**src/rtl/button_conditioner_if.sv**
```systemverilog
// Button conditioner bus: raw buttons in, move/reveal/flag pulses out.
// master drives the btn_* inputs; slave (the conditioner) drives the pulses.
interface button_conditioner_if;
  logic btn_up;
  logic btn_down;
  logic btn_left;
  logic btn_rigth;
  logic btn_select;
  logic btn_flag;
  logic up;
  logic down;
  logic left;
  logic rigth;
  logic select;
  logic selectFlag;

  modport master (
    output btn_up, btn_down, btn_left,
    output btn_rigth, btn_select, btn_flag,
    input  up, down, left, rigth,
    input  select, selectFlag
  );

  modport slave (
    input  btn_up, btn_down, btn_left,
    input  btn_rigth, btn_select, btn_flag,
    output up, down, left, rigth,
    output select, selectFlag
  );
endinterface

```
**src/rtl/button_conditioner.sv**
```systemverilog
// Sync, debounce, edge-detect and auto-repeat six raw buttons.
// Ports: clk, reset (async active-low), bus (slave: btn_* in, pulses out).
module button_conditioner #(
  parameter int DEBOUNCE_CYCLES = 500000,
  parameter int REPEAT_DELAY    = 25000000,
  parameter int REPEAT_PERIOD   = 10000000,
  parameter bit ACTIVE_LOW      = 1'b1
) (
  input logic                 clk,
  input logic                 reset,
  button_conditioner_if.slave bus
);
  localparam int NB = 6;
  localparam int ND = 4;
  localparam int DW = $clog2(DEBOUNCE_CYCLES + 1);
  localparam int RMAX = (REPEAT_DELAY > REPEAT_PERIOD)
                      ? REPEAT_DELAY : REPEAT_PERIOD;
  localparam int RW = $clog2(RMAX + 1);
  localparam logic [DW-1:0] DB_LAST  = DW'(DEBOUNCE_CYCLES - 1);
  localparam logic [RW-1:0] DLY_LAST = RW'(REPEAT_DELAY - 1);
  localparam logic [RW-1:0] PER_LAST = RW'(REPEAT_PERIOD - 1);
  // Raw level of a released button.
  localparam logic IDLE_LVL = ACTIVE_LOW;

  typedef enum logic [1:0] {
    IDLE,
    WAIT_DELAY,
    REPEAT
  } rpt_e;

  // Index map: 0 up, 1 down, 2 left, 3 rigth, 4 select, 5 flag.
  logic [NB-1:0] raw;
  logic [NB-1:0] s1_q, s2_q;
  logic [NB-1:0] pressed;
  logic [NB-1:0] stable_q, stable_d;
  logic [NB-1:0] prev_q;
  logic [NB-1:0] press;
  logic [DW-1:0] db_cnt_q [NB];
  logic [DW-1:0] db_cnt_d [NB];

  rpt_e          st_q [ND];
  rpt_e          st_d [ND];
  logic [RW-1:0] rc_q [ND];
  logic [RW-1:0] rc_d [ND];
  logic [ND-1:0] req;

  logic [NB-1:0] out_q, out_d;

  assign raw = {bus.btn_flag, bus.btn_select,
                bus.btn_rigth, bus.btn_left,
                bus.btn_down, bus.btn_up};

  assign pressed = ACTIVE_LOW ? ~s2_q : s2_q;
  assign press   = stable_q & ~prev_q;

  always_comb begin
    stable_d = stable_q;
    for (int i = 0; i < NB; i++) begin
      db_cnt_d[i] = '0;
      if (pressed[i] != stable_q[i]) begin
        if (db_cnt_q[i] == DB_LAST) begin
          stable_d[i] = ~stable_q[i];
        end else begin
          db_cnt_d[i] = db_cnt_q[i] + 1'b1;
        end
      end
    end
  end

  always_comb begin
    for (int i = 0; i < ND; i++) begin
      st_d[i] = st_q[i];
      rc_d[i] = rc_q[i];
      req[i]  = 1'b0;
      if (!stable_q[i]) begin
        st_d[i] = IDLE;
        rc_d[i] = '0;
      end else begin
        unique case (st_q[i])
          IDLE: begin
            if (press[i]) begin
              st_d[i] = WAIT_DELAY;
              rc_d[i] = '0;
              req[i]  = 1'b1;
            end
          end
          WAIT_DELAY: begin
            if (rc_q[i] == DLY_LAST) begin
              st_d[i] = REPEAT;
              rc_d[i] = '0;
              req[i]  = 1'b1;
            end else begin
              rc_d[i] = rc_q[i] + 1'b1;
            end
          end
          REPEAT: begin
            if (rc_q[i] == PER_LAST) begin
              rc_d[i] = '0;
              req[i]  = 1'b1;
            end else begin
              rc_d[i] = rc_q[i] + 1'b1;
            end
          end
          default: begin
            st_d[i] = IDLE;
            rc_d[i] = '0;
          end
        endcase
      end
    end
  end

  // Fixed priority among directions; losers are dropped.
  // Coincident select and flag cancel each other.
  always_comb begin
    out_d    = '0;
    out_d[0] = req[0];
    out_d[1] = req[1] & ~req[0];
    out_d[2] = req[2] & ~|req[1:0];
    out_d[3] = req[3] & ~|req[2:0];
    out_d[4] = press[4] & ~press[5];
    out_d[5] = press[5] & ~press[4];
  end

  always_ff @(posedge clk or negedge reset) begin
    if (!reset) begin
      s1_q     <= {NB{IDLE_LVL}};
      s2_q     <= {NB{IDLE_LVL}};
      stable_q <= '0;
      prev_q   <= '0;
      out_q    <= '0;
      for (int i = 0; i < NB; i++) begin
        db_cnt_q[i] <= '0;
      end
      for (int i = 0; i < ND; i++) begin
        st_q[i] <= IDLE;
        rc_q[i] <= '0;
      end
    end else begin
      s1_q     <= raw;
      s2_q     <= s1_q;
      stable_q <= stable_d;
      prev_q   <= stable_q;
      out_q    <= out_d;
      for (int i = 0; i < NB; i++) begin
        db_cnt_q[i] <= db_cnt_d[i];
      end
      for (int i = 0; i < ND; i++) begin
        st_q[i] <= st_d[i];
        rc_q[i] <= rc_d[i];
      end
    end
  end

  assign bus.up         = out_q[0];
  assign bus.down       = out_q[1];
  assign bus.left       = out_q[2];
  assign bus.rigth      = out_q[3];
  assign bus.select     = out_q[4];
  assign bus.selectFlag = out_q[5];
endmodule

```
**src/flat_wrapper.sv**
```systemverilog
// flat-port wrapper written by rule: the top's interface ports become plain ports
module button_conditioner_flat 
#(
  parameter int DEBOUNCE_CYCLES = 500000,
  parameter int REPEAT_DELAY    = 25000000,
  parameter int REPEAT_PERIOD   = 10000000,
  parameter bit ACTIVE_LOW      = 1'b1
)
  (clk, reset, bus_btn_up, bus_btn_down, bus_btn_left, bus_btn_rigth, bus_btn_select, bus_btn_flag, bus_up, bus_down, bus_left, bus_rigth, bus_select, bus_selectFlag);
  button_conditioner_if bus_i ();
  input logic clk;
  input logic reset;
  input wire logic [$bits(bus_i.btn_up)-1:0] bus_btn_up;
  input wire logic [$bits(bus_i.btn_down)-1:0] bus_btn_down;
  input wire logic [$bits(bus_i.btn_left)-1:0] bus_btn_left;
  input wire logic [$bits(bus_i.btn_rigth)-1:0] bus_btn_rigth;
  input wire logic [$bits(bus_i.btn_select)-1:0] bus_btn_select;
  input wire logic [$bits(bus_i.btn_flag)-1:0] bus_btn_flag;
  output wire logic [$bits(bus_i.up)-1:0] bus_up;
  output wire logic [$bits(bus_i.down)-1:0] bus_down;
  output wire logic [$bits(bus_i.left)-1:0] bus_left;
  output wire logic [$bits(bus_i.rigth)-1:0] bus_rigth;
  output wire logic [$bits(bus_i.select)-1:0] bus_select;
  output wire logic [$bits(bus_i.selectFlag)-1:0] bus_selectFlag;
  assign bus_i.btn_up = bus_btn_up;
  assign bus_i.btn_down = bus_btn_down;
  assign bus_i.btn_left = bus_btn_left;
  assign bus_i.btn_rigth = bus_btn_rigth;
  assign bus_i.btn_select = bus_btn_select;
  assign bus_i.btn_flag = bus_btn_flag;
  assign bus_up = bus_i.up;
  assign bus_down = bus_i.down;
  assign bus_left = bus_i.left;
  assign bus_rigth = bus_i.rigth;
  assign bus_select = bus_i.select;
  assign bus_selectFlag = bus_i.selectFlag;
  button_conditioner #(.DEBOUNCE_CYCLES(DEBOUNCE_CYCLES), .REPEAT_DELAY(REPEAT_DELAY), .REPEAT_PERIOD(REPEAT_PERIOD), .ACTIVE_LOW(ACTIVE_LOW)) u_core (.clk(clk), .reset(reset), .bus(bus_i));
endmodule
```
**config.mk**
```make
export PLATFORM = sky130hd
export DESIGN_NAME = button_conditioner_flat
export DESIGN_NICKNAME = d
export VERILOG_FILES = /design/src/rtl/button_conditioner_if.sv /design/src/rtl/button_conditioner.sv /design/src/flat_wrapper.sv
export SDC_FILE = /design/constraint.sdc
export NUM_CORES = 1
export LEC_CHECK = 0
export BUFFER_PORTS_ARGS = -buffer_cell sky130_fd_sc_hd__buf_2
export CAP_MARGIN = 20
export CORE_MARGIN = 4
export CORE_UTILIZATION = 55
export CTS_BUF_LIST = sky130_fd_sc_hd__clkbuf_16
export DETAILED_ROUTE_END_ITERATION = 12
export PLACE_DENSITY_LB_ADDON = 0.2
export SLEW_MARGIN = 20
export SYNTH_ARGS = -nofsm -noshare
export SYNTH_HDL_FRONTEND = slang
export SYNTH_SLANG_ARGS = --single-unit
```
**constraint.sdc**
```tcl
create_clock -name clk -period 2.5 [get_ports clk]
set_input_delay 0.25 -clock clk [delete_from_list [all_inputs] [get_ports clk]]
set_output_delay 0.25 -clock clk [all_outputs]
set_load 0.01 [all_outputs]
```
==> impl_metrics.env, run 1 <==
export IMPL_drive_above_1_share_pct=9.40
export IMPL_cts_tree="yes"
export IMPL_synth_fa_ha_area_share_pct=2.92
export IMPL_tns_ns=0
export IMPL_synth_fp_nets=1362
export IMPL_drc=0
export IMPL_synth_top_family_by_area="simple AND/OR/NAND/NOR gates"
export IMPL_synth_async_reset_ratio_pct=100
export IMPL_place_gp_congestion=0.869
export IMPL_endpoint_kind="flip-flop"
export IMPL_cap_violations=0
export IMPL_period_needed_ns=2.30
export IMPL_p_int_uw=6700
export IMPL_start_util_pct=56.4
export IMPL_seqPwrFrac_pct=48.6
export IMPL_synth_top_area_share_pct=46.8
export IMPL_synth_largest_area_cell="dfrtp_1"
export IMPL_synth_simple_gate_area_share_pct=27.6
export IMPL_cp_slowest_stage_delay_ns=0.51
export IMPL_combPwrFrac_pct=2.2
export IMPL_pin_count=14
export IMPL_cp_startpoint="u_core.rc_q[19]$_DFFE_PN0P_"
export IMPL_cts_buffer_depth=3
export IMPL_antenna_found_initial=0
export IMPL_gr_usage_all_layers_pct=19.2
export IMPL_grt_max_degree=66
export IMPL_cts_max_level=1
export IMPL_wire_per_inst_um=14.3
export IMPL_die_w_um=161
export IMPL_muxShareOfSynthArea_pct=0.955
export IMPL_cp_start_kind="flip-flop"
export IMPL_fillers=1864
export IMPL_slowest_stage="or4b_1"
export IMPL_setup_viol=0
export IMPL_peakVddDrop_mv=0.531
export IMPL_status="finished clean"
export IMPL_overflow=0
export IMPL_power_leakage_uw=0.00613
export IMPL_ys_seq_area_share_pct=49.2
export IMPL_grt_pass1_wl_mm=43.5
export IMPL_viasPerCell=5.49
export IMPL_path_clk_slew_ns=0.06
export IMPL_yosysUniqueCellTypes=66
export IMPL_fmax_mhz=436
export IMPL_numClockSinks=252
export IMPL_ant_nets=0
export IMPL_drt_pass1_iterations=5
export IMPL_cts_inserted_buffers=28
export IMPL_final_util_pct=63.4
export IMPL_tightest_slew_ns=0.644
export IMPL_nets=1409
export IMPL_syn_to_final_growth_pct=12.4
export IMPL_dieHeight_um=161
export IMPL_ys_ff_latch=252
export IMPL_die_area_mm2=0.0259
export IMPL_hold_viol_final=0
export IMPL_switchingPower_uw=1830
export IMPL_synth_xor_area_share_pct=11.3
export IMPL_finClkSkew_ns=0.00827
export IMPL_cp_arrival_ns=2.71
export IMPL_n_antenna_cell=0
export IMPL_hold_path_class="in2async"
export IMPL_period_share_pct=91.8
export IMPL_power_density_mw_per_mm2=591
export IMPL_cp_cell_sequence="and2_1, or4b_1, o21ai_0, a21o_1, nor2_1, mux2_2"
export IMPL_ys_top_cells_by_area="dfrtp_1 (47%), xor2_1 (6.5%), nor2_1 (6.4%)"
export IMPL_routed_wl_mm=24.4
export IMPL_detail_route_iter0_violations=573
export IMPL_yosysWarnings=0
export IMPL_vias=9368
export IMPL_switching_share_pct=21.5
export IMPL_cts_root_buf="clkbuf_16"
export IMPL_r2r_start="u_core.rc_q[19]$_DFFE_PN0P_"
export IMPL_insertion_delay_ns=0.53
export IMPL_syn_avg_cell_area_um2=9.70
export IMPL_io_buffer_count=13
export IMPL_grt_setup_unrepaired="false"
export IMPL_hpwl_mm=16.5
export IMPL_cts_resized=0
export IMPL_synth_compound_area_share_pct=5.55
export IMPL_post_cts_buffers=0
export IMPL_syn_cell_area_mm2=0.0128
export IMPL_critical_path_buf_inv_count=0
export IMPL_critical_path_top_delay_family="simple AND/OR/NAND/NOR gates"
export IMPL_maxSlewHeadroom_pct=56.7
export IMPL_grt_pass1_vias=9370
export IMPL_synth_edf_count=0
export IMPL_p_clk_share_pct=49.2
export IMPL_synth_flop_cell="dfrtp_1"
export IMPL_core_area_mm2=0.0228
export IMPL_placementRows=55
export IMPL_cp_required_ns=2.92
export IMPL_maxSlewViolCount=0
export IMPL_critPathMaxFanout=9
export IMPL_synth_cells=1324
export IMPL_critical_path_class="reg2reg"
-- placed cells by master, fill, tap and decap left out, types with 13 or more instances in the layout --
cell,netlist,layout
nand3_1,101,101
ha_1,30,30
nand2_1,111,111
buf_4,3,31
and4_1,25,25
xnor2_1,70,70
a21oi_1,19,19
nand4_1,40,40
xor2_1,95,95
o21ai_0,28,28
nor3_1,36,36
dfrtp_1,240,240
nor2b_1,14,14
a22o_1,16,16
nor2_1,218,218
inv_1,34,36
nor4_1,28,28
and3_1,34,34
clkbuf_16,0,29
and2_1,14,14
nor4b_1,13,13
-- routing by layer --
| metal | vias up | part of all wire (%) | track usage, % |
|---|---|---|---|
| met1 | 4526 | 49 | 27.5 |
| met2 | 126 | 47 | 31.4 |
| li1 | 4685 | - | - |
| met4 | 0 | 1.6 | 4.58 |
| met5 | - | 0 | 0 |
| met3 | 31 | 3.2 | 2.62 |
-- path summary, 6_finish.rpt --
check / to / cells past startpoint / slack (ns)
hold reg to reg: u_core.s2_q[5]$_DFF_PN1_ / 0 / 0.35
hold / removal: u_core.stable_q[5]$_DFFE_PN0P_ / 2 / 0.27
setup / recovery: u_core.rc_q[0]$_DFFE_PN0P_ / 6 / 0.20
min in group clk: u_core.s2_q[5]$_DFF_PN1_ / 0 / 0.35
max in group asynchronous: u_core.s2_q[3]$_DFF_PN1_ / 3 / 1.46
setup reg to reg: u_core.rc_q[0]$_DFFE_PN0P_ / 6 / 0.20
-- state kept, by name (all words and copies together), names as in the netlist --
signal           count
u_core.s2_q          6
u_core.prev_q        6
u_core.rc_q        100
u_core.stable_q      6
u_core.s1_q          6
u_core.out_q         6
u_core.st_q          8
u_core.db_cnt_q    114
-- power groups by stage --
stage / clock, uW / sequential, uW / combinational (uW)
floorplan: 0 / 4220 / 70.0
global placement: 0 / 4220 / 182
detailed placement: 0 / 4220 / 185
CTS: 4330 / 4150 / 195
global route: 4510 / 4150 / 221
finish: 4200 / 4150 / 185
-- area by class of cell --
cell class,count,area [um^2],area share [%]
timing repair buffer,54,438,3.03
multi-input combinational,1001,6200,43.0
inverter,34,128,0.884
clock buffer,29,726,5.03
tap,313,392,2.71
clock inverter,23,231,1.60
sequential,252,6320,43.8
-- cells in the mapped netlist (9+ instances only) --
master	count
nand2_1	111
nor2_1	218
xor2_1	95
dfrtp_1	240
a22o_1	16
dfstp_2	12
nor4b_1	13
ha_1	30
inv_1	34
a21oi_1	19
nor4_1	28
and2_1	14
and3_1	34
o21ai_0	28
mux2i_1	10
buf_2	9
and4_1	25
nand4_1	40
clkbuf_1	17
nor2b_1	14
xnor2_1	70
nand3_1	101
nor3_1	36
-- per-stage QoR --
stage                     total power, uW  area (um^2)  hold WS [ns]  setup WS, ns  std cells
after floorplan                      4290        12800       -0.0456         0.285       1324
after global placement               4400        13400         0.247         0.309       1647
after detailed placement             4410        13400         0.245         0.259       1647
after CTS                            8670        14400         0.266         0.218       1706
after global routing                 8880        14400         0.297        0.0586       1706
final                                8530        14400         0.270         0.204       1706
-- cell families after synthesis --
group           after synthesis
xor+xnor                    165
mux                          12
fa+ha+maj                    30
buf+inv                      71
flops                       252
compound gates              102
simple gates                692
-- what timing repair did --
action | in CTS | in global routing
hold endpoints to repair | 60 | 0
hold buffers | 7 | 0
endpoints found under the setup margin | 0 | 0
No activity file was read; power rests on OpenSTA's default activity.
==> inputs of run 2 (changes only) <==
--- a/config.mk
+++ b/config.mk
@@ -7,6 +7,7 @@
 export LEC_CHECK = 0
 export BUFFER_PORTS_ARGS = -buffer_cell sky130_fd_sc_hd__buf_2
 export CAP_MARGIN = 20
+export CORE_ASPECT_RATIO = 1.25
 export CORE_MARGIN = 4
 export CORE_UTILIZATION = 55
 export CTS_BUF_LIST = sky130_fd_sc_hd__clkbuf_16
==> run 2 against run 1 <==
Routed wire length grew 1.4%. Utilization shrank 1.1 points. First-iteration DRC count shrank 9.8%. Largest power group is now registers. Total power shrank 4.0%. Via count grew 1.5%. Combinational power is essentially flat.
==> impl_metrics.env, run 2 (synthesis results as in run 1) <==
export IMPL_cts_root_buf="clkbuf_16"
export IMPL_hold_viol_final=0
export IMPL_peakVddDrop_mv=0.873
export IMPL_insertion_delay_ns=0.53
export IMPL_gr_usage_all_layers_pct=19.6
export IMPL_cts_tree="yes"
export IMPL_status="finished clean"
export IMPL_setup_viol=0
export IMPL_post_cts_buffers=0
export IMPL_final_util_pct=62.2
export IMPL_period_needed_ns=2.32
export IMPL_grt_pass1_wl_mm=43.3
export IMPL_grt_pass1_vias=9467
export IMPL_numClockSinks=252
export IMPL_hpwl_mm=16.5
export IMPL_finClkSkew_ns=0.0134
export IMPL_placed_cell_area_mm2=0.0134
export IMPL_overflow=0
export IMPL_cp_start_kind="flip-flop"
export IMPL_endpoint_kind="flip-flop"
export IMPL_vias=9504
export IMPL_n_antenna_cell=0
export IMPL_cap_violations=0
export IMPL_maxSlewHeadroom_pct=58.0
export IMPL_cts_max_level=1
export IMPL_drc=0
export IMPL_period_share_pct=92.8
export IMPL_cp_arrival_ns=2.73
export IMPL_pin_count=14
export IMPL_cts_buffer_depth=3
export IMPL_grt_setup_unrepaired="false"
export IMPL_ant_nets=0
export IMPL_largest_register_ffs=114
export IMPL_syn_to_final_growth_pct=11.3
export IMPL_finalPower_uw=8200
export IMPL_critPathMaxFanout=10
export IMPL_fmax_mhz=431
export IMPL_r2r_end="u_core.rc_q[90]$_DFFE_PN0P_"
export IMPL_fin_area_mm2=0.0143
export IMPL_power_density_mw_per_mm2=574
export IMPL_finalWorstSetupSlack_ns=0.180
export IMPL_core_area_mm2=0.0230
export IMPL_die_area_mm2=0.0259
export IMPL_tns_ns=0
export IMPL_power_leakage_uw=0.00608
export IMPL_reg_top3="u_core.db_cnt_q x114, u_core.rc_q x100, u_core.st_q x8"
export IMPL_drive_above_1_share_pct=8.79
export IMPL_path_clk_slew_ns=0.06
export IMPL_rrSetupSlack_ns=0.18
export IMPL_detailedPlace_worstSlack_ns=0.198
export IMPL_r2r_start="u_core.rc_q[75]$_DFFE_PN0P_"
export IMPL_drt_pass1_iterations=5
export IMPL_die_w_um=145
export IMPL_maxSlewViolCount=0
export IMPL_final_cell_mix="dfrtp_1 (240), nor2_1 (218), nand2_1 (111)"
export IMPL_start_util_pct=55.9
export IMPL_r2r_cells=8
export IMPL_cts_inserted_buffers=27
export IMPL_hold_path_class="in2async"
export IMPL_viasPerCell=5.67
export IMPL_layout_commonest_cell="dfrtp_1"
export IMPL_place_gp_congestion=0.888
export IMPL_detail_route_iter0_violations=517
export IMPL_tightest_slew_ns=0.627
export IMPL_cp_startpoint="u_core.rc_q[75]$_DFFE_PN0P_"
export IMPL_top_register="u_core.db_cnt_q"
export IMPL_io_buffer_count=13
export IMPL_grt_max_degree=70
export IMPL_dieHeight_um=179
export IMPL_wire_per_inst_um=14.7
export IMPL_placementRows=62
export IMPL_routed_wl_mm=24.7
export IMPL_antenna_found_initial=0
export IMPL_nets=1406
export IMPL_critical_path_class="reg2reg"
export IMPL_cp_required_ns=2.91
## run 2: final cells by class
| class | instances | area (um^2) |
|---|---|---|
| Inverter | 34 | 128 |
| Clock inverter | 22 | 181 |
| Fill cell | 1949 | 8670 |
| Sequential cell | 252 | 6320 |
| Tap cell | 288 | 360 |
| Timing Repair Buffer | 52 | 423 |
| Multi-Input combinational cell | 1001 | 6200 |
| Clock buffer | 27 | 676 |
## run 2: critical path, cell delays in order (launching register included)
cell and delay [ns]:
dfrtp_1 0.40, ha_1 0.26, and3_1 0.21, nand3_1 0.08, or4_4 0.51, a32oi_2 0.22, buf_4 0.20, o21ai_0 0.10
a22o_1 0.23
## run 2: timing repair
action,in CTS,in global routing
hold buffers,7,0
resized for setup,0,0
hold endpoints to repair,61,0
## run 2: how the worst max path moves through the flow
| stage | end | depth (start not counted) |
|---|---|---|
| 3_5_place_dp | u_core.rc_q[92]$_DFFE_PN0P_ | 8 |
| 5_1_grt | u_core.rc_q[92]$_DFFE_PN0P_ | 8 |
| 2_1_floorplan | u_core.rc_q[49]$_DFFE_PN0P_ | 10 |
| 4_1_cts | u_core.rc_q[92]$_DFFE_PN0P_ | 8 |
| 6_report | u_core.rc_q[90]$_DFFE_PN0P_ | 8 |
| 3_3_place_gp | u_core.rc_q[92]$_DFFE_PN0P_ | 8 |
## run 2: through the flow
stage	std cells	hold WS, ns
final	1676	0.253
after detailed placement	1620	0.219
after global routing	1676	0.275
after floorplan	1324	-0.0456
after CTS	1676	0.257
after global placement	1620	0.214
## run 2: metal layers
| metal | track usage (%) | wire (um) |
|---|---|---|
| met4 | 4.59 | 367 |
| met1 | 26.2 | 11400 |
| met2 | 33.6 | 12100 |
| met3 | 3.01 | 817 |
| met5 | 0 | 0 |
## run 2: where the power goes
| part | switching [uW] | internal, uW |
|---|---|---|
| combinational | 132 | 50.7 |
| clock | 1600 | 2270 |
| sequential | 28.6 | 4120 |
| total | 1760 | 6440 |
==> inputs of run 3 (changes only) <==
--- a/config.mk
+++ b/config.mk
@@ -5,6 +5,7 @@
 export SDC_FILE = /design/constraint.sdc
 export NUM_CORES = 1
 export LEC_CHECK = 0
+export ABC_AREA = 1
 export BUFFER_PORTS_ARGS = -buffer_cell sky130_fd_sc_hd__buf_2
 export CAP_MARGIN = 20
 export CORE_ASPECT_RATIO = 1.25
==> run 3 against run 2 <==
Utilization fell by 2.0 points. Flip-flop and latch count is the same. Die area is 18% higher. Highest routed layer unchanged. Critical path depth down 1.
==> impl_metrics.env, run 3 <==
export IMPL_fmax_mhz=492
export IMPL_cp_cell_sequence="inv_1, ha_1, nand3_1, inv_1, nor3_1, o21ai_0, a21oi_1"
export IMPL_die_area_mm2=0.0306
export IMPL_dpl_cell_count=2405
export IMPL_drive_above_1_share_pct=7.92
export IMPL_endpoint_kind="flip-flop"
export IMPL_drt_pass1_iterations=7
export IMPL_grt_pass1_vias=13186
export IMPL_ys_seq_area_share_pct=41.3
export IMPL_wire_per_inst_um=14.2
export IMPL_muxShareOfSynthArea_pct=0.261
export IMPL_final_util_pct=60.3
export IMPL_numClockSinks=252
export IMPL_period_needed_ns=2.03
export IMPL_syn_cell_area_mm2=0.0153
export IMPL_hold_path_class="in2async"
export IMPL_core_area_mm2=0.0276
export IMPL_combPwrFrac_pct=2.6
export IMPL_fillers=2510
export IMPL_cp_arrival_ns=2.43
export IMPL_period_share_pct=81.3
export IMPL_grt_pass1_wl_mm=59.8
export IMPL_yosysUniqueCellTypes=53
export IMPL_gr_usage_all_layers_pct=22.6
export IMPL_synth_edf_count=0
export IMPL_synth_xor_area_share_pct=4.23
export IMPL_cts_tree="yes"
export IMPL_insertion_delay_ns=0.53
export IMPL_synth_async_reset_ratio_pct=100
export IMPL_place_gp_congestion=0.983
export IMPL_path_clk_slew_ns=0.06
export IMPL_largest_register_ffs=114
export IMPL_finClkSkew_ns=0.0104
export IMPL_switchingPower_uw=1790
export IMPL_pin_count=14
export IMPL_setup_viol=0
export IMPL_p_int_uw=6320
export IMPL_io_buffer_count=13
export IMPL_start_util_pct=55.6
export IMPL_synth_fp_nets=2102
export IMPL_critical_path_class="reg2reg"
export IMPL_cp_start_kind="flip-flop"
export IMPL_peakVddDrop_mv=0.477
export IMPL_placementRows=68
export IMPL_cts_buffer_depth=3
export IMPL_synth_most_common_cell="nand2_1"
export IMPL_synth_top_area_share_pct=39.2
export IMPL_tightest_slew_ns=0.595
export IMPL_ant_nets=0
export IMPL_antenna_found_initial=0
export IMPL_maxSlewViolCount=0
export IMPL_hold_viol_final=0
export IMPL_drc=0
export IMPL_die_w_um=157
export IMPL_nets=2129
export IMPL_viasPerCell=5.50
export IMPL_p_clk_share_pct=46.2
export IMPL_final_cell_mix="nand2_1 (438), nor2_1 (282), inv_1 (275)"
export IMPL_top_register="u_core.db_cnt_q"
export IMPL_synth_compound_area_share_pct=7.17
export IMPL_synth_flop_cell="dfrtp_1"
export IMPL_ys_ff_latch=252
export IMPL_synth_largest_area_cell="dfrtp_1"
export IMPL_yosys_top_cells_count="nand2_1 (438), nor2_1 (282), inv_1 (270), dfrtp_1 (240), nand3_1 (158)"
export IMPL_reg_top3="u_core.db_cnt_q x114, u_core.rc_q x100, u_core.st_q x8"
export IMPL_tns_ns=0
export IMPL_dieHeight_um=195
export IMPL_yosysWarnings=0
export IMPL_hpwl_mm=25.5
export IMPL_switching_share_pct=22.1
export IMPL_routed_wl_mm=34.9
export IMPL_overflow=0
export IMPL_synth_fa_ha_area_share_pct=2.45
export IMPL_synth_top_family_by_area="simple AND/OR/NAND/NOR gates"
export IMPL_grt_setup_unrepaired="false"
export IMPL_cp_slowest_stage_delay_ns=0.52
export IMPL_cp_required_ns=2.90
export IMPL_ys_top_cells_by_area="dfrtp_1 (39%), nand2_1 (11%), nor2_1 (6.9%)"
export IMPL_layout_commonest_cell="nand2_1"
export IMPL_n_antenna_cell=0
export IMPL_cts_root_buf="clkbuf_16"
export IMPL_critical_path_top_delay_family="buffers and inverters"
export IMPL_synth_simple_gate_area_share_pct=36.2
export IMPL_fin_area_mm2=0.0166
export IMPL_cts_inserted_buffers=27
export IMPL_grt_max_degree=75
export IMPL_fin_cells=2459
export IMPL_critPathMaxFanout=14
export IMPL_placed_cell_area_mm2=0.0157
export IMPL_slowest_stage="inv_1"
export IMPL_cts_max_level=1
export IMPL_maxSlewHeadroom_pct=60.3
export IMPL_detail_route_iter0_violations=965
export IMPL_power_density_mw_per_mm2=488
export IMPL_finalPower_uw=8110
export IMPL_vias=13524
export IMPL_crit_top_cell="inv_1"
export IMPL_syn_to_final_growth_pct=8.48
export IMPL_critical_path_buf_inv_count=2
export IMPL_seqPwrFrac_pct=51.2
export IMPL_status="finished clean"
export IMPL_synth_cells=2064
export IMPL_syn_avg_cell_area_um2=7.42
export IMPL_power_leakage_uw=0.00719
export IMPL_cap_violations=0
==> run 3: cell types whose count changed in the layout (fill, tap and decap cells not counted), sizes merged, moves of 55 or more <==
cell	change
xnor2	-55
nand3	+71
a21oi	+97
nand4	+66
nor3	+69
nand2	+343
nor2	+92
inv	+245
==> run 3: cell families after synthesis <==
group / count (synthesis)
AND/OR/NAND/NOR: 1185
adder cells (fa/ha/maj): 30
AO/OA/AOI/OAI: 202
XOR/XNOR: 74
buffers and inverters: 317
multiplexers: 4
flip-flops: 252
==> run 3: area by class of cell <==
class / count / area, um^2 / share of cell area [%]
clock buffer: 27 / 676 / 4.07
clock inverter: 20 / 139 / 0.836
inverter: 281 / 1050 / 6.35
multi-input combinational: 1495 / 7710 / 46.4
sequential: 252 / 6320 / 38.0
tap: 350 / 438 / 2.64
timing repair buffer: 34 / 275 / 1.66
==> run 3: path summary, 6_finish.rpt <==
kind / from / to / slack (ns) / cells past startpoint
worst max register to register: u_core.st_q[0]$_DFFE_PN0P_ / u_core.rc_q[8]$_DFFE_PN0P_ / 0.47 / 7
max in group asynchronous: reset / u_core.prev_q[1]$_DFF_PN0_ / 1.42 / 3
worst min register to register: u_core.s1_q[4]$_DFF_PN1_ / u_core.s2_q[4]$_DFF_PN1_ / 0.35 / 0
worst min-delay path: reset / u_core.db_cnt_q[35]$_DFF_PN0_ / 0.26 / 2
worst max-delay path: u_core.st_q[0]$_DFFE_PN0P_ / u_core.rc_q[8]$_DFFE_PN0P_ / 0.47 / 7
min in group clk: u_core.s1_q[4]$_DFF_PN1_ / u_core.s2_q[4]$_DFF_PN1_ / 0.35 / 0
==> run 3: worst reg2reg max path, delay by kind of cell, from the launching register on <==
family                     cells  cell delay, ns
AOI/OAI and AO/OA              2            0.22
adders and majority gates      1            0.17
buffers and inverters          2            0.63
DFF                            1            0.41
and+or+nand+nor                2            0.45
==> run 3: metal layers <==
metal  vias up  wire length [um]  GRT usage, %
met4         0               694          6.31
met2       296             17800          40.6
li1       6794                 -             -
met3        64              1420          2.49
met5         -                 0             0
met1      6370             15000          28.7
==> run 3: power by group through the flow <==
| stage | logic, uW | clock network, uW | registers (uW) |
|---|---|---|---|
| 6_report | 208 | 3750 | 4150 |
| 5_1_grt | 244 | 4030 | 4160 |
| 4_1_cts | 217 | 3870 | 4150 |
| 3_5_place_dp | 207 | 0 | 4230 |
| 3_3_place_gp | 205 | 0 | 4230 |
| 2_1_floorplan | 80.1 | 0 | 4220 |
==> run 3: what timing repair did <==
| item | CTS | global route |
|---|---|---|
| hold buffers | 7 | 0 |
| hold endpoints to repair | 69 | 0 |
| gates resized for setup | 0 | 0 |
| buffers inserted | 0 | 0 |
==> run 3: per-stage QoR <==
stage	hold slack [ns]	setup WS (ns)
after floorplan	-0.0456	0.865
after global placement	0.247	0.548
after detailed placement	0.247	0.502
after CTS	0.275	0.500
after global routing	0.296	0.240
final	0.258	0.467
